[src/rtl/mult_gen_pipelined_if.sv]
// rtl/mult_gen_pipelined_if.sv - operand/product bundle for the pipelined multiplier
interface mult_gen_pipelined_if #(
  parameter int WIDTH = 32
);
  logic [WIDTH-1:0]   a;
  logic [WIDTH-1:0]   b;
  logic [2*WIDTH-1:0] p;

  modport master (output a, output b, input  p);
  modport slave  (input  a, input  b, output p);
endinterface

[src/rtl/mult_gen_pipelined.sv]
// rtl/mult_gen_pipelined.sv - fixed-latency unsigned multiplier, 8-bit digit partial products + pipelined adder tree
module mult_gen_pipelined #(
  parameter int WIDTH   = 32,
  parameter int LATENCY = 6
) (
  input  logic                clk,
  input  logic                rst,
  mult_gen_pipelined_if.slave bus
);
  localparam int NDIG = (WIDTH + 7) / 8;
  localparam int PW   = 2 * WIDTH;

  logic [PW-1:0] a_ext;
  logic [PW-1:0] b_ext;
  logic [PW-1:0] stg [LATENCY][NDIG];
  logic [PW-1:0] nxt [LATENCY][NDIG];

  assign a_ext = {{(PW-WIDTH){1'b0}}, bus.a};
  assign b_ext = {{(PW-WIDTH){1'b0}}, bus.b};

  // Each middle stage halves the live term count; once one term is left it
  // simply rides along as a delay register. The last stage collapses whatever remains.
  always_comb begin
    for (int s = 0; s < LATENCY; s++) begin
      for (int k = 0; k < NDIG; k++) begin
        nxt[s][k] = '0;
      end
    end

    for (int k = 0; k < NDIG; k++) begin
      if (LATENCY == 1) begin
        nxt[0][0] = nxt[0][0] +
                    ((a_ext * {{(PW-8){1'b0}}, b_ext[8*k +: 8]}) << (8*k));
      end else begin
        nxt[0][k] = (a_ext * {{(PW-8){1'b0}}, b_ext[8*k +: 8]}) << (8*k);
      end
    end

    for (int s = 1; s < LATENCY; s++) begin
      for (int k = 0; k < NDIG; k++) begin
        if (s == LATENCY - 1) begin
          nxt[s][0] = nxt[s][0] + stg[s-1][k];
        end else begin
          nxt[s][k >> 1] = nxt[s][k >> 1] + stg[s-1][k];
        end
      end
    end
  end

  always_ff @(posedge clk or posedge rst) begin
    if (rst) begin
      for (int s = 0; s < LATENCY; s++) begin
        for (int k = 0; k < NDIG; k++) begin
          stg[s][k] <= '0;
        end
      end
    end else begin
      stg <= nxt;
    end
  end

  assign bus.p = stg[LATENCY-1][0];
endmodule

[src/flat_wrapper.sv]
// flat-port wrapper written by rule: the top's interface ports become plain ports
module mult_gen_pipelined_flat 
#(
  parameter int WIDTH   = 32,
  parameter int LATENCY = 6
)
  (clk, rst, bus_a, bus_b, bus_p);
  mult_gen_pipelined_if #(.WIDTH(WIDTH)) bus_i ();
  input  logic clk;
  input  logic rst;
  input wire logic [$bits(bus_i.a)-1:0] bus_a;
  input wire logic [$bits(bus_i.b)-1:0] bus_b;
  output wire logic [$bits(bus_i.p)-1:0] bus_p;
  assign bus_i.a = bus_a;
  assign bus_i.b = bus_b;
  assign bus_p = bus_i.p;
  mult_gen_pipelined #(.WIDTH(WIDTH), .LATENCY(LATENCY)) u_core (.clk(clk), .rst(rst), .bus(bus_i));
endmodule
[config.mk]
export PLATFORM = sky130hd
export DESIGN_NAME = mult_gen_pipelined_flat
export DESIGN_NICKNAME = d
export VERILOG_FILES = /design/src/rtl/mult_gen_pipelined_if.sv /design/src/rtl/mult_gen_pipelined.sv /design/src/flat_wrapper.sv
export SDC_FILE = /design/constraint.sdc
export NUM_CORES = 2
export LEC_CHECK = 0
export CAP_MARGIN = 20
export CORE_UTILIZATION = 60
export DETAILED_ROUTE_END_ITERATION = 6
export PLACE_DENSITY = 0.78
export SKIP_CTS_REPAIR_TIMING = 1
export SLEW_MARGIN = 20
export SYNTH_ARGS = -nofsm -noshare
export SYNTH_HDL_FRONTEND = slang
export SYNTH_SLANG_ARGS = --single-unit
[constraint.sdc]
create_clock -name clk -period 22.2 [get_ports clk]
set_clock_uncertainty 0.15 [all_clocks]
set_input_delay 2.22 -clock clk [delete_from_list [all_inputs] [get_ports clk]]
set_output_delay 2.22 -clock clk [all_outputs]
set_load 0.005 [all_outputs]
==> flow_metrics.py <==
metrics = {
    "timing": {
        "fmax_mhz": 130,
        "fin_setup_tns_ns": 0,
        "rsz0062_at_grt": "no",
        "max_slew.worst_pin.slew_ns": 0.943,
        "slew_headroom_pct": 37.1,
        "finalCritPeriodShare_pct": 34.7,
        "slew_viol_final": 0,
        "finalSetupViolCount": 0,
        "hold_viol": 0,
        "timing.final.crit_period_ns": 7.71,
    },
    "final_layout": {
        "multi_input_area_sq_um": 33600,
        "layout_commonest_cell": "and2_1",
        "layout-drive-gt1-share_pct": 3.77,
        "nFillCells": 6499,
        "final_cell_mix": "and2_1 (821), fa_1 (723), inv_1 (700)",
        "regArea_sq_um": 12800,
        "final_cell_count_no_fill": 6058,
        "syn_to_final_growth_pct": 6.75,
        "layout.nets": 6071,
        "final_area_sq_um": 53700,
        "utilization_pct": 65.1,
    },
    "synth": {
        "syn-instance-count": 4999,
        "ys.warnings.count": 0,
        "synth_flop_cell": "dfrtp_1",
        "synth-edff-count": 0,
        "synth_largest_area_cell": "fa_1",
        "syn_nets": 6125,
        "ys_types": 79,
        "async_flop_share_pct": 100,
        "yosysTopAreaCellShare_pct": 28.8,
        "syn_avg_cell_area_sq_um": 10.1,
        "seq_area_frac_synth_pct": 25.5,
        "synth-seq-cells": 513,
        "synth_area_leaders": "fa_1 (29%), dfrtp_1 (26%), and2_1 (10%)",
        "netlist_area_sq_um": 50300,
    },
    "power_and_ir_drop": {
        "power_switching_mw": 3.80,
        "clkPwrFrac_pct": 11.2,
        "power_mw": 7.99,
        "power.leakage_nw": 26.3,
        "p_per_area_nw_per_um2": 149,
        "p_sw_share_pct": 47.5,
        "combPwrFrac_pct": 68.3,
        "p_int_mw": 4.19,
        "peakVddDrop_mv": 0.0774,
        "seqPwrFrac_pct": 20.5,
    },
    "worst_setup_path": {
        "critPathMaxFanout": 32,
        "critPathTopFamily": "adder cells",
        "slowest_delay_ns": 0.57,
        "cp_common_cell": "fa_1",
        "worstPathArrival_ns": 8.06,
        "critPathKind": "in -> reg",
        "crit_path_end_kind": "flop",
        "start_kind": "input port",
        "path_cells": "clkdlybuf4s50_1, buf_4, and2_1, fa_1, fa_1, fa_1, inv_1, fa_1, inv_1, ha_1, nand4_1, a2111oi_0, o31ai_1, a31oi_1, a2111oi_1, nor2_1, nand3_1, o21ai_0, xor2_1",
        "cpMaxStageDelayCell": "a31oi_1",
        "cp.required_ns": 22.55,
        "path_buf_inv": 4,
    },
    "route": {
        "drt-initial-drc-count": 2536,
        "drtPass1Iterations": 6,
        "wl_um": 120000,
        "via_per_inst": 5.73,
        "wire_per_inst_um": 19.8,
        "via_count": 34700,
        "drc": 0,
        "antenna_left": 0,
    },
    "status": {
        "status": "finished, final reports clean",
    },
    "floorplan": {
        "core_sq_um": 82500,
        "die_h_um": 292,
        "io_pins": 130,
        "placementRows": 105,
        "start_util_pct": 61.0,
        "die_area_sq_um": 85100,
        "die-width_um": 292,
    },
    "global_routing": {
        "antenna_found_initial": 16,
        "grt_max_degree": 168,
        "grt_overflow": 0,
        "grt_pass1_wl_um": 196000,
        "track_usage_pct": 29.2,
        "grt_pass1_vias": 36400,
    },
    "cts": {
        "htreeDepth": 2,
        "insertion_delay_ns": 0.59,
        "cts_tree": "built",
        "clk_pin_slew_ns": 0.06,
        "ctsRootBufferMaster": "clkbuf_16",
        "clock_path_buffers": 3,
        "clock_sinks": 513,
        "cts_buffers": 50,
    },
    "place": {
        "place_congestion": 0.926,
        "dpl.hpwl_um": 87200,
        "place_inst": 5963,
        "post_dp_cell_area_sq_um": 52000,
        "io_buffers": 129,
    },
    "run": {
        "drv_cap": 0,
    },
    "min_path": {
        "min-delay-path-class": "reg -> reg",
    },
}
==> metal layers <==
| metal | wire length, um | track usage (%) |
|---|---|---|
| met5 | 63 | 0 |
| met1 | 50300 | 41.2 |
| met2 | 53400 | 45.7 |
| met3 | 12600 | 6.87 |
| met4 | 3290 | 7.87 |
==> area by class of cell <==
type | instances | share of cell area, %
multi-input combinational | 3501 | 62.5
tap | 1070 | 2.49
inverter | 701 | 4.91
antenna | 2 | 0.00931
timing repair buffer | 178 | 2.91
clock inverter | 31 | 0.789
sequential | 513 | 23.9
clock buffer | 62 | 2.54
==> worst reg2reg max path, stage by stage, from the launching register on <==
cell and delay [ns]:
dfrtp_1 0.33, ha_1 0.19, inv_1 0.06, fa_1 0.40, nand2b_1 0.18, a21oi_1 0.16
a211oi_1 0.12, o221ai_1 0.49, a31oi_1 0.30, o31ai_1 0.40, a21oi_1 0.14, o21ai_0 0.21
xor2_1 0.30
==> power groups by stage <==
stage | Combinational, mW | Sequential, mW | Clock, mW
after floorplan | 3.95 | 1.58 | 0
after global placement | 5.25 | 1.64 | 0
after detailed placement | 5.34 | 1.66 | 0
after CTS | 5.37 | 1.65 | 0.916
after global routing | 6.06 | 1.68 | 0.953
final | 5.46 | 1.64 | 0.891
==> flip-flops by register name (all words and copies together) (netlist names) <==
register / cells
u_core.bus.p: 64
u_core.stg: 449
==> synthesized netlist by cell type (22+ instances only) <==
master and n:
o21a_1 22, buf_4 64, a31oi_1 25, nor3_1 26
a211oi_1 30, o21bai_1 29, nand3_1 50, fa_1 723
clkbuf_1 218, a21oi_1 224, and2_1 821, o21ai_0 104
xnor2_1 162, dfrtp_1 513, nor2_1 120, nand2_1 338
a21o_1 128, and3_1 33, nor2b_1 31, xor2_1 77
nand4_1 31, inv_1 701, nand2b_1 23, ha_1 337
==> path summary, 6_finish.rpt <==
kind | start | to | depth (start not counted) | slack (ns)
max in group asynchronous | rst | u_core.stg[1508] | 3 | 18.40
min reg2reg | u_core.stg[1016] | u_core.stg[760] | 0 | 0.19
min | u_core.stg[1016] | u_core.stg[760] | 0 | 0.19
max | bus_a[10] | u_core.stg[1342] | 19 | 14.49
min in group asynchronous | rst | u_core.bus.p[53] | 2 | 2.06
max reg2reg | u_core.stg[1416] | u_core.stg[1254] | 12 | 18.64
==> kinds of logic after synthesis <==
family | Yosys count | synth area share, %
xor gates and xnor gates | 239 | 4.16
adders and majority gates | 1060 | 37.1
DFF | 513 | 25.5
and+or+nand+nor | 1515 | 16.5
AOI/OAI and AO/OA | 687 | 8.91
buffers and inverters | 985 | 7.82
==> stage by stage <==
| step | hold slack, ns | setup slack [ns] |
|---|---|---|
| after floorplan | 0.181 | 5.50 |
| after global placement | 0.181 | 13.56 |
| after detailed placement | 0.185 | 13.58 |
| after CTS | 0.192 | 14.16 |
| after global routing | 0.197 | 14.16 |
| final | 0.191 | 14.49 |
(Power assumes the default switching activity.)
